$ cat src/rtl/nab_regs_pkg.sv
// nab_regs_pkg: register map, response codes and FSM encodings shared by the AXI-Lite register block
package nab_regs_pkg;
    localparam int C_S_AXI_ADDR_WIDTH = 9;
    localparam int C_S_AXI_DATA_WIDTH = 32;
    localparam int NUM_REGS = 8;
    localparam int IDX_W = $clog2(NUM_REGS);
    localparam logic [C_S_AXI_ADDR_WIDTH-1:0] ADDR_CTRL     = 9'h000;
    localparam logic [C_S_AXI_ADDR_WIDTH-1:0] ADDR_STATUS   = 9'h004;
    localparam logic [C_S_AXI_ADDR_WIDTH-1:0] ADDR_LED      = 9'h008;
    localparam logic [C_S_AXI_ADDR_WIDTH-1:0] ADDR_SCRATCH0 = 9'h00C;
    localparam logic [C_S_AXI_ADDR_WIDTH-1:0] ADDR_SCRATCH1 = 9'h010;
    localparam logic [C_S_AXI_ADDR_WIDTH-1:0] ADDR_SCRATCH2 = 9'h014;
    localparam logic [C_S_AXI_ADDR_WIDTH-1:0] ADDR_SCRATCH3 = 9'h018;
    localparam logic [C_S_AXI_ADDR_WIDTH-1:0] ADDR_SCRATCH4 = 9'h01C;
    localparam logic [1:0] RESP_OKAY   = 2'b00;
    localparam logic [1:0] RESP_SLVERR = 2'b10;
    typedef enum logic [1:0] {W_IDLE, W_ACK, W_RESP} w_state_t;
    typedef enum logic [1:0] {R_IDLE, R_ACK, R_DATA} r_state_t;
    function automatic logic in_range(input logic [C_S_AXI_ADDR_WIDTH-1:0] addr);
        return addr < C_S_AXI_ADDR_WIDTH'(NUM_REGS * 4);
    endfunction
    function automatic logic [IDX_W-1:0] word_idx(input logic [C_S_AXI_ADDR_WIDTH-1:0] addr);
        return addr[IDX_W+1:2];
    endfunction
endpackage

$ cat src/rtl/nab_axi_lite_regs_if.sv
// nab_axi_lite_regs_if: AXI4-Lite bus bundle between host interconnect and the register block
interface nab_axi_lite_regs_if;
    import nab_regs_pkg::*;
    logic [C_S_AXI_ADDR_WIDTH-1:0] awaddr;
    logic                          awvalid;
    logic                          awready;
    logic [C_S_AXI_DATA_WIDTH-1:0] wdata;
    logic [3:0]                    wstrb;
    logic                          wvalid;
    logic                          wready;
    logic [1:0]                    bresp;
    logic                          bvalid;
    logic                          bready;
    logic [C_S_AXI_ADDR_WIDTH-1:0] araddr;
    logic                          arvalid;
    logic                          arready;
    logic [C_S_AXI_DATA_WIDTH-1:0] rdata;
    logic [1:0]                    rresp;
    logic                          rvalid;
    logic                          rready;
    modport master (
        output awaddr, awvalid, wdata, wstrb, wvalid, bready, araddr, arvalid, rready,
        input  awready, wready, bresp, bvalid, arready, rdata, rresp, rvalid
    );
    modport slave (
        input  awaddr, awvalid, wdata, wstrb, wvalid, bready, araddr, arvalid, rready,
        output awready, wready, bresp, bvalid, arready, rdata, rresp, rvalid
    );
endinterface

$ cat src/rtl/nab_reg_bank.sv
// nab_reg_bank: 8-word register storage with byte-strobe merge (NAB_REG_WSTRB_EN) and live STATUS word
module nab_reg_bank
    import nab_regs_pkg::*;
(
    input  logic              clk,
    input  logic              rst,
    input  logic              we,
    input  logic [IDX_W-1:0]  widx,
    input  logic [31:0]       wdata,
    input  logic [3:0]        wstrb,
    input  logic [IDX_W-1:0]  ridx,
    input  logic [31:0]       net_status,
    output logic [31:0]       rdata,
    output logic [31:0]       ctrl_reg,
    output logic [7:0]        leds
);
    logic [31:0] regs [NUM_REGS];
    logic [31:0] merged;
`ifdef NAB_REG_WSTRB_EN
    // only lanes with their strobe set take new data; the rest keep the stored bytes
    always_comb begin
        merged = regs[widx];
        for (int i = 0; i < 4; i++) merged[8*i +: 8] = wstrb[i] ? wdata[8*i +: 8] : merged[8*i +: 8];
    end
`else
    logic unused_wstrb;
    assign unused_wstrb = ^wstrb;
    assign merged = wdata;
`endif
    // word storage; the STATUS slot is read-only so writes to it are dropped
    always_ff @(posedge clk) begin
        if (rst) regs <= '{default: '0};
        else if (we && widx != word_idx(ADDR_STATUS)) regs[widx] <= merged;
    end
    assign rdata    = (ridx == word_idx(ADDR_STATUS)) ? net_status : regs[ridx];
    assign ctrl_reg = regs[word_idx(ADDR_CTRL)];
    assign leds     = regs[word_idx(ADDR_LED)][7:0];
endmodule

$ cat src/rtl/nab_axi_lite_regs.sv
// nab_axi_lite_regs: AXI4-Lite responder decoding host accesses into an 8-word register bank (option: NAB_REG_WSTRB_EN)
module nab_axi_lite_regs
    import nab_regs_pkg::*;
(
    input  logic                  S_AXI_ACLK,
    input  logic                  S_AXI_ARESET,
    nab_axi_lite_regs_if.slave    s_axi,
    input  logic [31:0]           net_status,
    output logic [31:0]           ctrl_reg,
    output logic [7:0]            leds
);
    w_state_t    w_state, w_next;
    r_state_t    r_state, r_next;
    logic [1:0]  bresp_q, rresp_q;
    logic [31:0] rdata_q, bank_rdata;
    logic        we;

    assign we = (w_state == W_ACK) && in_range(s_axi.awaddr);

    nab_reg_bank bank (
        .clk(S_AXI_ACLK), .rst(S_AXI_ARESET), .we(we),
        .widx(word_idx(s_axi.awaddr)), .wdata(s_axi.wdata), .wstrb(s_axi.wstrb),
        .ridx(word_idx(s_axi.araddr)), .net_status(net_status), .rdata(bank_rdata),
        .ctrl_reg(ctrl_reg), .leds(leds)
    );

    // write FSM state register
    always_ff @(posedge S_AXI_ACLK) begin
        if (S_AXI_ARESET) w_state <= W_IDLE;
        else w_state <= w_next;
    end

    // write FSM: accept only with both AW and W valid, pulse READY once, then hold the response until taken
    always_comb begin
        w_next = w_state;
        case (w_state)
            W_IDLE:  w_next = (s_axi.awvalid && s_axi.wvalid) ? W_ACK : W_IDLE;
            W_ACK:   w_next = W_RESP;
            W_RESP:  w_next = s_axi.bready ? W_IDLE : W_RESP;
            default: w_next = W_IDLE;
        endcase
    end

    // write response code captured alongside the register update
    always_ff @(posedge S_AXI_ACLK) begin
        if (S_AXI_ARESET) bresp_q <= RESP_OKAY;
        else if (w_state == W_ACK) bresp_q <= in_range(s_axi.awaddr) ? RESP_OKAY : RESP_SLVERR;
    end

    // read FSM state register
    always_ff @(posedge S_AXI_ACLK) begin
        if (S_AXI_ARESET) r_state <= R_IDLE;
        else r_state <= r_next;
    end

    // read FSM: one-cycle ARREADY, then hold the latched data until the host takes it
    always_comb begin
        r_next = r_state;
        case (r_state)
            R_IDLE:  r_next = s_axi.arvalid ? R_ACK : R_IDLE;
            R_ACK:   r_next = R_DATA;
            R_DATA:  r_next = s_axi.rready ? R_IDLE : R_DATA;
            default: r_next = R_IDLE;
        endcase
    end

    // read data latched at the end of the ARREADY cycle so a same-cycle write is not seen
    always_ff @(posedge S_AXI_ACLK) begin
        if (S_AXI_ARESET) begin
            rdata_q <= '0;
            rresp_q <= RESP_OKAY;
        end else if (r_state == R_ACK) begin
            rdata_q <= in_range(s_axi.araddr) ? bank_rdata : '0;
            rresp_q <= in_range(s_axi.araddr) ? RESP_OKAY : RESP_SLVERR;
        end
    end

    assign s_axi.awready = (w_state == W_ACK);
    assign s_axi.wready  = (w_state == W_ACK);
    assign s_axi.bvalid  = (w_state == W_RESP);
    assign s_axi.bresp   = bresp_q;
    assign s_axi.arready = (r_state == R_ACK);
    assign s_axi.rvalid  = (r_state == R_DATA);
    assign s_axi.rdata   = rdata_q;
    assign s_axi.rresp   = rresp_q;
endmodule
$ cat src/flat_wrapper.sv
// flat-port wrapper written by rule: the top's interface ports become plain ports
module nab_axi_lite_regs_flat import nab_regs_pkg::*;
  (S_AXI_ACLK, S_AXI_ARESET, net_status, ctrl_reg, leds, s_axi_awaddr, s_axi_awvalid, s_axi_wdata, s_axi_wstrb, s_axi_wvalid, s_axi_bready, s_axi_araddr, s_axi_arvalid, s_axi_rready, s_axi_awready, s_axi_wready, s_axi_bresp, s_axi_bvalid, s_axi_arready, s_axi_rdata, s_axi_rresp, s_axi_rvalid);
  nab_axi_lite_regs_if s_axi_i ();
  input  logic S_AXI_ACLK;
  input  logic S_AXI_ARESET;
  input  logic [31:0] net_status;
  output logic [31:0] ctrl_reg;
  output logic [7:0] leds;
  input wire logic [$bits(s_axi_i.awaddr)-1:0] s_axi_awaddr;
  input wire logic [$bits(s_axi_i.awvalid)-1:0] s_axi_awvalid;
  input wire logic [$bits(s_axi_i.wdata)-1:0] s_axi_wdata;
  input wire logic [$bits(s_axi_i.wstrb)-1:0] s_axi_wstrb;
  input wire logic [$bits(s_axi_i.wvalid)-1:0] s_axi_wvalid;
  input wire logic [$bits(s_axi_i.bready)-1:0] s_axi_bready;
  input wire logic [$bits(s_axi_i.araddr)-1:0] s_axi_araddr;
  input wire logic [$bits(s_axi_i.arvalid)-1:0] s_axi_arvalid;
  input wire logic [$bits(s_axi_i.rready)-1:0] s_axi_rready;
  output wire logic [$bits(s_axi_i.awready)-1:0] s_axi_awready;
  output wire logic [$bits(s_axi_i.wready)-1:0] s_axi_wready;
  output wire logic [$bits(s_axi_i.bresp)-1:0] s_axi_bresp;
  output wire logic [$bits(s_axi_i.bvalid)-1:0] s_axi_bvalid;
  output wire logic [$bits(s_axi_i.arready)-1:0] s_axi_arready;
  output wire logic [$bits(s_axi_i.rdata)-1:0] s_axi_rdata;
  output wire logic [$bits(s_axi_i.rresp)-1:0] s_axi_rresp;
  output wire logic [$bits(s_axi_i.rvalid)-1:0] s_axi_rvalid;
  assign s_axi_i.awaddr = s_axi_awaddr;
  assign s_axi_i.awvalid = s_axi_awvalid;
  assign s_axi_i.wdata = s_axi_wdata;
  assign s_axi_i.wstrb = s_axi_wstrb;
  assign s_axi_i.wvalid = s_axi_wvalid;
  assign s_axi_i.bready = s_axi_bready;
  assign s_axi_i.araddr = s_axi_araddr;
  assign s_axi_i.arvalid = s_axi_arvalid;
  assign s_axi_i.rready = s_axi_rready;
  assign s_axi_awready = s_axi_i.awready;
  assign s_axi_wready = s_axi_i.wready;
  assign s_axi_bresp = s_axi_i.bresp;
  assign s_axi_bvalid = s_axi_i.bvalid;
  assign s_axi_arready = s_axi_i.arready;
  assign s_axi_rdata = s_axi_i.rdata;
  assign s_axi_rresp = s_axi_i.rresp;
  assign s_axi_rvalid = s_axi_i.rvalid;
  nab_axi_lite_regs u_core (.S_AXI_ACLK(S_AXI_ACLK), .S_AXI_ARESET(S_AXI_ARESET), .s_axi(s_axi_i), .net_status(net_status), .ctrl_reg(ctrl_reg), .leds(leds));
endmodule
$ cat config.mk
export PLATFORM = sky130hd
export DESIGN_NAME = nab_axi_lite_regs_flat
export DESIGN_NICKNAME = d
export VERILOG_FILES = /design/src/rtl/nab_regs_pkg.sv /design/src/rtl/nab_axi_lite_regs_if.sv /design/src/rtl/nab_reg_bank.sv /design/src/rtl/nab_axi_lite_regs.sv /design/src/flat_wrapper.sv
export SDC_FILE = /design/constraint.sdc
export NUM_CORES = 1
export LEC_CHECK = 0
export BUFFER_PORTS_ARGS = -buffer_cell sky130_fd_sc_hd__buf_2
export CAP_MARGIN = 20
export CORE_UTILIZATION = 27
export CTS_CLUSTER_SIZE = 20
export DETAILED_ROUTE_END_ITERATION = 16
export GPL_TIMING_DRIVEN = 0
export HOLD_SLACK_MARGIN = 0.12
export REMOVE_ABC_BUFFERS = 1
export SETUP_SLACK_MARGIN = 0.05
export SYNTH_ARGS = -nofsm -noshare
export SYNTH_HDL_FRONTEND = slang
export SYNTH_SLANG_ARGS = --single-unit
$ cat constraint.sdc
create_clock -name S_AXI_ACLK -period 1.4 [get_ports S_AXI_ACLK]
set_input_delay 0.14 -clock S_AXI_ACLK [delete_from_list [all_inputs] [get_ports S_AXI_ACLK]]
set_output_delay 0.14 -clock S_AXI_ACLK [all_outputs]
set_load 0.1 [all_outputs]
# Yosys cells after proc, flatten, opt, wreduce, memory -nomap -nowiden
# Cells that the tools add are included.
[word_totals] regBits=296 inputBits=93 output_inout_bits=81 elab_cells=48
[classes] n_lt_le_gt_ge=5 eq_ne=6 muxes=16 bitwise=2 n_reduce_logical=6
[op_table] op="256-bit bitwise mux" n=1
[op_table] op="32-bit two-way mux" n=5
[op_table] op="32-bit binary-select mux with 3-bit select" n=1
[op_table] op="32-bit demux with 3-bit select" n=1
[op_table] op="9-bit by 6-bit < comparator with 1-bit output, second input constant" n=2
[op_table] op="2-bit case mux with 3 select lines" n=2
[op_table] op="4-bit greater-or-equal comparator, second input constant" n=2
[op_table] op="2-bit two-way mux" n=4
[op_table] op="3-bit NOT with 4-bit output" n=2
[op_table] op="2-bit by 1-bit == test with 1-bit output, second input constant" n=2
[op_table] op="2-bit == test, second input constant" n=2
[op_table] op="1-bit logical AND" n=4
[op_table] op="2-bit logical NOT" n=2
[op_table] op="4-bit by 1-bit < comparator with 1-bit output, second input constant" n=1
[op_table] op="3-bit by 1-bit == test with 1-bit output, second input constant" n=1
[op_table] op="3-bit by 1-bit != test with 1-bit output, second input constant" n=1
[op_table] op="1-bit two-way mux" n=2

# Longest topological paths before layout
# Gate-level depths: netlist of the first run.
[logic_depth] word_depth=6 ltp_mapped=6

# Hierarchy
# Synthesis of the first run repeated with hierarchy kept, for this count alone.
[unflattened] hier_cells=1249 hier_area_um2=11436.0
[by_module_without_submodules] module="nab_reg_bank" instances=1 cells_each=1145 area_per_inst_um2=10133.5 seq_area_each_um2=4484.3
[by_module_without_submodules] module="nab_axi_lite_regs" instances=1 cells_each=104 area_per_inst_um2=1302.5 seq_area_each_um2=760.7

# Worst setup path before layout of the first run
# OpenSTA, ideal clock, no wires.
[synth_path] path_type="register -> register" from="register u_core.w_state[1]" to="register u_core.w_state[1]" t_arrival_ns=2.003 t_required_ns=1.330 slack_ns=-0.673 stages_incl_launch_ff=4 period_less_slack_ns=2.073 cell_sequence="dfxtp_1 -> nor2b_1 -> a21oi_1 -> nor2_1"
[synth_between] elab_chain_len=2 word_cells_on_any_way=4
[synth_lines] element="start, declared" line="nab_axi_lite_regs.sv:12" source="w_state_t w_state, w_next;"
[synth_lines] element="start signal, assigned" line="nab_axi_lite_regs.sv:30" source="else w_state <= w_next;"
[synth_lines] element="2-bit == test"
[synth_lines] element="net s_axi_bvalid" line="flat_wrapper.sv:22" source="output wire logic [$bits(s_axi_i.bvalid)-1:0] s_axi_bvalid;"
[synth_lines] element="2-bit case mux with 3 select lines" line="nab_axi_lite_regs.sv:36" source="case (w_state)"
# The timed path passes the listed nets, and every way through them passes these cells.
# A chain may end at the register's enable or synchronous reset.

# Worst setup path after layout of the first run
[layout_path] from="register u_core.r_state[1]" to="output s_axi_arready"
[layout_between] elab_chain_len=1
[layout_lines] element="start, declared" line="nab_axi_lite_regs.sv:13" source="r_state_t r_state, r_next;"
[layout_lines] element="start signal, assigned" line="nab_axi_lite_regs.sv:53" source="else r_state <= r_next;"
[layout_lines] element="2-bit by 1-bit == test with 1-bit output" line="nab_axi_lite_regs.sv:82" source="assign s_axi.arready = (r_state == R_ACK);"
[layout_lines] element="end, declared" line="flat_wrapper.sv:23" source="output wire logic [$bits(s_axi_i.arready)-1:0] s_axi_arready;"
# Every way passes these cells.

==> impl_metrics.ini, run 1 <==
[worst_hold_path]
hold_path_startpoint = S_AXI_ARESET
hold_end = u_core.s_axi.rdata[14]$_SDFFE_PP0P_
hold_class = input pin to flip-flop
min_delay_path_depth = 3

[detailed_routing]
drcViolationCount = 0
vias_per_cell = 4.56
routedWlPerCell_um = 18.5
ant_nets = 0
dr.first_iter.drc_count = 437
wl_um = 34500
drtPass1Iterations = 4
via_count = 8510

[floorplan]
dieWidth_um = 216
core_mm2 = 0.0446
die_area_mm2 = 0.0466
num_rows = 77
pin_count = 174
start_util = 0.277
fp.dieH_um = 216

[timing]
whs_ns = 0.158
period_needed_ns = 1.53
setup_viol = 180
rsz0062_at_grt = yes
drv_slew = 0
finalSetupTns_ns = -11.37
slew_headroom = 0.509
worst_slew_pin_slew_ns = 0.737
skew_ns = 0.0161
fin_crit_sh = 1.09
fmax_ghz = 0.652
setup_ws_ns = -0.133
hold_violations = 0

[logic_synthesis]
ys_seq_area_frac = 0.425
yosysTopAreaCellShare = 0.425
synthesis.instances = 1061
yosysTopAreaCell = dfxtp_1
synth_seq_cells = 262
async_flop_share = 0
syn-mean-instance-area_um2 = 11.6
yosys_most_used_dff = dfxtp_1
netlist_area_mm2 = 0.0123
yosys_warnings = 0
synth_enable_flop_cells = 0
synth_area_leaders = dfxtp_1 (43%), mux2i_1 (21%), nand2b_1 (13%)
ys_types = 31

[worst_setup_path]
endpoint_kind = output port
start_kind = flip-flop
required_ns = 1.26
cp_max_fo = 4
arrival_ns = 1.39
worstReg2RegEnd = u_core.s_axi.rdata[0]$_SDFFE_PP0P_
r2r_slack_ns = -0.13
critPathKind = flip-flop to output port
timing.rr.start = u_core.r_state[1]$_SDFF_PP0_
ff2ff_path_depth = 4

[global_route]
grt_first_pass_wirelength_um = 51700
grt_max_degree = 155
antenna_found_initial = 1
grt_pass1_vias = 8773
grt_use_total = 0.142
grt-ovfl-total = 0

[layout]
areaGrowthSynthToFinish_pct = 35.5
final_nets = 1346
design_area_mm2 = 0.0167
largest_reg_flops = 184
drive_gt1_frac = 0.290

[place]
hpwl_um = 20200
portBuffers = 163
dpl_cell_area_mm2 = 0.0134
dp_slack_ns = -1.14
gp_congestion = 0.703

[run]
cap_violations = 0

[power]
powerDensity_mw_per_mm2 = 1010
seqPwrFrac = 0.441
combPwrFrac = 0.077
clock_power_share = 0.482
ir_drop_v = 0.000676
totalPowerFinal_mw = 17.0
p_sw_mw = 3.87
switching_share = 0.228
internal-power_mw = 13.1
p_leak_nw = 7.47

[clock_tree]
tritoncts = yes
clkLatencyLatePin_ns = 0.57
cts_made_buffers = 31
clkSinkCount = 262
clk_pin_slew_ns = 0.06
root_buffer = clkbuf_16
h-tree-depth = 1
clockBufferDepth = 3

[status]
outcome = complete, but fails checks
violations = setup timing
-- final cells by class --
cell class | count | area (um^2)
fillers | 4242 | 27900
repair buffers | 284 | 3310
clock inverters | 5 | 75.1
multi-input cells | 672 | 6340
clock buffers | 49 | 953
flip-flops and latches | 262 | 5290
well taps | 592 | 741
inverters | 2 | 12.5
diodes | 1 | 2.50
-- cell families (layout without fill, tap and decap cells) --
group	after synthesis	after routing	share of synthesized area
compound gates	35	35	0.0144
buf+inv	128	340	0.0682
flops	262	262	0.425
mux	320	320	0.324
other cells	1	3	0.000304
simple gates	315	315	0.168
-- worst max-delay path by stage --
stage | cells after the start | from | slack [ns] | to
floorplan | 3 | u_core.w_state[0]$_SDFF_PP0_ | -4.53 | u_core.bank.ctrl_reg[0]$_SDFFE_PP0P_
global placement | 3 | S_AXI_ARESET | -2.79 | u_core.s_axi.rdata[23]$_SDFFE_PP0P_
detailed placement | 5 | s_axi_awaddr[7] | -1.14 | u_core.bank.regs[172]$_SDFFE_PP0P_
CTS | 4 | u_core.r_state[1]$_SDFF_PP0_ | -0.15 | s_axi_arready
global route | 4 | u_core.r_state[1]$_SDFF_PP0_ | -0.19 | s_axi_arready
finish | 4 | u_core.r_state[1]$_SDFF_PP0_ | -0.13 | s_axi_arready
-- stage by stage --
stage / util / cells
CTS: 0.366 / 1857
finish: 0.375 / 1867
global route: 0.375 / 1867
detailed placement: 0.301 / 1704
global placement: 0.293 / 1691
floorplan: - / 936
-- synth_stat cells, types with 4 or more instances --
| master | n |
|---|---|
| nor2b_1 | 5 |
| buf_6 | 18 |
| nor2_1 | 5 |
| buf_4 | 46 |
| mux4_2 | 64 |
| dfxtp_1 | 262 |
| nand2b_1 | 258 |
| clkbuf_1 | 40 |
| nand3b_1 | 32 |
| o21ai_0 | 28 |
| o21ai_1 | 4 |
| buf_2 | 13 |
| mux2i_1 | 256 |
-- metal layers --
| metal | global-route usage | up-vias | part of all wire |
|---|---|---|---|
| li1 | - | 4052 | - |
| met1 | 0.186 | 4246 | 0.46 |
| met2 | 0.242 | 162 | 0.48 |
| met3 | 0.0254 | 50 | 0.037 |
| met4 | 0.0281 | 0 | 0.024 |
| met5 | 0 | - | 0 |
-- cells in the final DEF (no fill, tap or decap), drive strengths merged, types with 2 or more instances in the layout --
master,synthesis,layout
a21oi,2,2
buf,83,207
bufinv,0,2
clkbuf,43,52
clkinv,0,3
conb,1,2
dfxtp,262,262
dlygate4sd3,0,72
inv,2,2
mux2i,256,256
mux4,64,64
nand2b,258,258
nand3b,32,32
nand4,3,3
nand4b,3,3
nor2,5,5
nor2b,5,5
nor4,2,2
o21ai,32,32
-- power groups by stage --
stage	Combinational (mW)	Clock, mW	Sequential (mW)
final	1.31	8.17	7.48
after CTS	1.30	8.40	7.48
after detailed placement	1.04	0	7.64
after floorplan	0.489	0	7.68
after global routing	1.39	8.73	7.48
after global placement	1.01	0	7.64
-- critical path, cell delays in order, from the launching register on --
cell	delay (ns)
dfxtp_2	0.33
nand2b_4	0.15
buf_12	0.13
inv_6	0.05
buf_12	0.16
-- repair_timing --
action,in CTS,in global routing
endpoints found under the hold margin,262,0
hold buffers,73,0
setup buffers,22,8
pin swaps,9,7
setup endpoints to repair,336,301
resized for setup,270,76
gates cloned,5,3
Note: power is estimated with default switching activity, not from simulation.
==> run 2, diff against run 1 <==
- ABC_AREA: default -> 1
==> impl_metrics.ini, run 2 <==
[status]
outcome = complete, but fails checks
violations = setup timing

[place]
portBuffers = 163
hpwl_um = 21000
gp_congestion = 0.690
dp_slack_ns = -1.03

[logic_synthesis]
synth_fa_ha_area_frac = 0
synth_xor_area_frac = 0
synth_top_family_by_area = simple AND/OR/NAND/NOR gates
yosysTopAreaCellShare = 0.439
syn-mean-instance-area_um2 = 6.73
synth_compound_area_frac = 0.109
ys_types = 21
ys_seq_area_frac = 0.439
async_flop_share = 0
synth_seq_cells = 262
synthSimpleGateAreaFrac = 0.357
synth_area_leaders = dfxtp_1 (44%), nor2_1 (14%), nand2_1 (13%)
netlist_area_mm2 = 0.0119
synth_enable_flop_cells = 0
synth.most_common_cell = nor2_1
synth_mux_area_frac = 0
yosys_warnings = 0
yosysTopAreaCell = dfxtp_1
synthesis.instances = 1775
synth_common_cells = nor2_1 (460), nand2_1 (423), dfxtp_1 (262)
yosys_most_used_dff = dfxtp_1

[floorplan]
core_mm2 = 0.0434
dieWidth_um = 212
num_rows = 76
fp.dieH_um = 212
die_area_mm2 = 0.0451
pin_count = 174
start_util = 0.275

[worst_setup_path]
endpoint_kind = flip-flop
critPathMaxStageDelay_ns = 0.33
start_kind = flip-flop
cp_max_fo = 8
critPathKind = flip-flop to flip-flop
arrival_ns = 2.18
required_ns = 1.90
critical_path.cell_chain = inv_2 -> nor2_4 -> inv_4 -> nor2_8 -> buf_12 -> buf_12 -> nand2_8 -> buf_16 -> clkinv_16 -> nor2_4 -> nor2_1
cp_slowest_cell = dfxtp_2

[timing]
rsz0062_at_grt = yes
fin_crit_sh = 1.20
skew_ns = 0.0100
whs_ns = 0.140
fmax_ghz = 0.596
slew_headroom = 0.355
worst_slew_pin_slew_ns = 0.967
period_needed_ns = 1.68
setup_ws_ns = -0.276
drv_slew = 0
hold_violations = 0
setup_viol = 237

[detailed_routing]
wl_um = 58100
ant_nets = 0
drtPass1Iterations = 5
via_count = 12900
vias_per_cell = 5.00
routedWlPerCell_um = 22.6
dr.first_iter.drc_count = 1114
drcViolationCount = 0

[layout]
areaGrowthSynthToFinish_pct = 55.6
layout_common_cells = nand2_1 (422), nor2_1 (306), dfxtp_1 (218)
fill_cells = 4286
largest_reg_flops = 184
final_nets = 2059
drive_gt1_frac = 0.305
diodes = 0
final_core_util = 0.428
mostFrequentLayoutCell = nand2_1

[clock_tree]
clk_pin_slew_ns = 0.07
tritoncts = yes
h-tree-depth = 1
cts_made_buffers = 30
root_buffer = clkbuf_16
clkSinkCount = 262
clkLatencyLatePin_ns = 0.57
clockBufferDepth = 3

[power]
totalPowerFinal_mw = 17.2
ir_drop_v = 0.000736
p_leak_nw = 7.03
powerDensity_mw_per_mm2 = 927

[global_route]
grt-ovfl-total = 0
grt_pass1_vias = 11700
grt_use_total = 0.245
grt_first_pass_wirelength_um = 79400
antenna_found_initial = 0
grt_max_degree = 140

[worst_hold_path]
hold_class = input pin to flip-flop

[run]
cap_violations = 0
## run 2: kinds of logic after synthesis
group           after synthesis
simple gates               1059
flops                       262
compound gates              260
buf+inv                     193
other cells                   1
## run 2: critical path, delay by kind of cell (launching register included)
family	cells	cell delay, ns
buffers and inverters	6	0.75
AND/OR/NAND/NOR	5	0.50
flip-flops	1	0.33
## run 2: layout make-up
type | instances | area [um^2] | share of cell area
Clock buffer | 46 | 882 | 0.0475
Clock inverter | 8 | 92.6 | 0.00498
Inverter | 24 | 313 | 0.0168
Multi-Input combinational cell | 1344 | 7470 | 0.402
Sequential cell | 262 | 5300 | 0.285
Tap cell | 585 | 732 | 0.0394
Timing Repair Buffer | 284 | 3280 | 0.176
Timing Repair inverter | 20 | 504 | 0.0271
## run 2: path summary, 6_finish.rpt
path | slack [ns] | cells past startpoint | end | startpoint
hold reg to reg | 0.43 | 1 | u_core.r_state[0]$_SDFF_PP0_ | u_core.r_state[1]$_SDFF_PP0_
setup reg to reg | -0.28 | 11 | u_core.bank.ctrl_reg[20]$_SDFFE_PP0P_ | u_core.w_state[0]$_SDFF_PP0_
hold / removal | 0.14 | 7 | u_core.s_axi.rdata[12]$_SDFFE_PP0P_ | net_status[12]
setup / recovery | -0.28 | 11 | u_core.bank.ctrl_reg[20]$_SDFFE_PP0P_ | u_core.w_state[0]$_SDFF_PP0_
## run 2: power breakdown
group / switching, mW / leakage [nW] / internal (mW)
logic: 1.20 / 4.42 / 0.619
registers: 0.0206 / 2.13 / 7.48
clock network: 3.25 / 0.478 / 4.67
total: 4.47 / 7.03 / 12.8
## run 2: per-layer routing
layer  part of all wire  track usage  wire length, um  up-vias
li1                   -            -                -     6057
met1               0.43        0.330            24800     6187
met2               0.48        0.412            27700      514
met3              0.065       0.0245             3800      102
met4              0.031       0.0707             1800        0
met5                  0            0                0        -
## run 2: through the flow
stage	TNS (ns)	cell area, um^2	std cells
global placement	-1144.78	12500	2355
CTS	-46.37	17100	2556
floorplan	-391.45	10900	1607
global route	-56.15	18600	2573
finish	-41.99	18600	2573
detailed placement	-217.94	12600	2361
## run 2: what timing repair did
| action | in CTS | in global routing |
|---|---|---|
| hold endpoints to repair | 260 | 0 |
| setup endpoints to repair | 338 | 329 |
| buffers inserted | 30 | 12 |
| hold buffers | 69 | 0 |
| resized for setup | 465 | 449 |
| pin swaps | 142 | 56 |
| gates cloned | 42 | 6 |
==> run 3, diff against run 2 <==
- SETUP_SLACK_MARGIN: 0.05 -> 0.1
==> impl_metrics.ini, run 3 (same netlist as run 2, synthesis figures left out) <==
[status]
outcome = complete, but fails checks
violations = setup timing

[layout]
final_nets = 2063
mostFrequentLayoutCell = nand2_1
final_core_util = 0.442
fin_cells = 2578
largest_reg_flops = 184
areaGrowthSynthToFinish_pct = 60.7
layout_common_cells = nand2_1 (422), nor2_1 (308), dfxtp_1 (188)
drive_gt1_frac = 0.330

[worst_setup_path]
critical_path.cell_chain = inv_2 -> nor2_4 -> inv_4 -> nor2_8 -> buf_12 -> buf_12 -> nand2_8 -> buf_16 -> clkinv_16 -> nor2_4 -> nor2_1
required_ns = 1.89
arrival_ns = 2.20
critPathKind = flip-flop to flip-flop
start_kind = flip-flop
crit_family = buffers and inverters
critPathMaxStageDelay_ns = 0.33
cp_max_fo = 8
cp_slowest_cell = dfxtp_2
endpoint_kind = flip-flop
worst-path-buf-inv = 6

[place]
gp_congestion = 0.690
hpwl_um = 21000
placedCellCount = 2361
portBuffers = 163
dp_slack_ns = -1.03

[floorplan]
core_mm2 = 0.0434
dieWidth_um = 212
fp.dieH_um = 212
num_rows = 76
die_area_mm2 = 0.0451
start_util = 0.275
pin_count = 174

[detailed_routing]
drtPass1Iterations = 5
via_count = 13000
dr.first_iter.drc_count = 1129
vias_per_cell = 5.06
drcViolationCount = 0
routedWlPerCell_um = 23.0
wl_um = 59200
ant_nets = 0

[clock_tree]
cts_made_buffers = 30
root_buffer = clkbuf_16
tritoncts = yes
clk_pin_slew_ns = 0.06
clkSinkCount = 262
h-tree-depth = 1
clkLatencyLatePin_ns = 0.57
clockBufferDepth = 3

[timing]
finalSetupTns_ns = -47.01
hold_violations = 0
worst_slew_pin_slew_ns = 1.06
skew_ns = 0.00966
drv_slew = 0
setup_viol = 252
fmax_ghz = 0.588
period_needed_ns = 1.70
fin_crit_sh = 1.22
rsz0062_at_grt = yes
whs_ns = 0.0845
setup_ws_ns = -0.301
slew_headroom = 0.293

[run]
cap_violations = 0

[global_route]
grt-ovfl-total = 0
grt_first_pass_wirelength_um = 78600
grt_pass1_vias = 11700
grt_max_degree = 140
antenna_found_initial = 2
grt_use_total = 0.242

[power]
p_leak_nw = 7.20
powerDensity_mw_per_mm2 = 897
ir_drop_v = 0.000724

[worst_hold_path]
hold_class = input pin to flip-flop
[run 3: metal layers]
metal	global-route usage	up-vias	wire length [um]
met2	0.410	550	28300
li1	-	6069	-
met3	0.0239	103	3940
met1	0.323	6320	24900
met4	0.0705	0	1990
met5	0	-	0
[run 3: path summary, 6_finish.rpt]
check | depth (start not counted) | slack [ns] | from | end
setup / recovery | 11 | -0.30 | u_core.w_state[0]$_SDFF_PP0_ | u_core.bank.ctrl_reg[29]$_SDFFE_PP0P_
setup reg to reg | 11 | -0.30 | u_core.w_state[0]$_SDFF_PP0_ | u_core.bank.ctrl_reg[29]$_SDFFE_PP0P_
hold reg to reg | 1 | 0.44 | u_core.r_state[1]$_SDFF_PP0_ | u_core.r_state[0]$_SDFF_PP0_
hold / removal | 7 | 0.08 | net_status[14] | u_core.s_axi.rdata[14]$_SDFFE_PP0P_
[run 3: tightest hold or removal path, delay by kind of cell]
family                 cells  cell delay [ns]
AOI/OAI and AO/OA          1             0.05
buffers and inverters      1             0.09
and+or+nand+nor            5             0.33
[run 3: what timing repair did]
| item | in CTS | in global routing |
|---|---|---|
| gates resized for setup | 467 | 596 |
| hold buffers | 65 | 0 |
| pin swaps | 144 | 62 |
| buffers inserted | 30 | 17 |
| setup endpoints to repair | 338 | 338 |
| cloned | 42 | 7 |
| hold endpoints to repair | 260 | 0 |
[run 3: final cells by class]
type / instances / area [um^2]
antenna: 1 / 2.50
clock buffer: 46 / 882
clock inverter: 8 / 92.6
fill: 4168 / 24200
inverter: 24 / 329
multi-input combinational: 1343 / 7490
sequential: 262 / 5420
tap: 585 / 732
timing repair buffer: 290 / 3750
timing repair inverter: 19 / 488
[run 3: power by group]
group / internal [mW] / switching (mW)
clock: 4.67 / 3.24
sequential: 7.41 / 0.0228
combinational: 0.640 / 1.22
total: 12.7 / 4.48
[run 3: stage by stage]
step           cell area (um^2)  total power [mW]
4_1_cts                   17100              17.2
3_3_place_gp              12500              8.96
6_report                  19200              17.2
5_1_grt                   19200              17.8
2_1_floorplan             10900              8.36
3_5_place_dp              12600              8.95
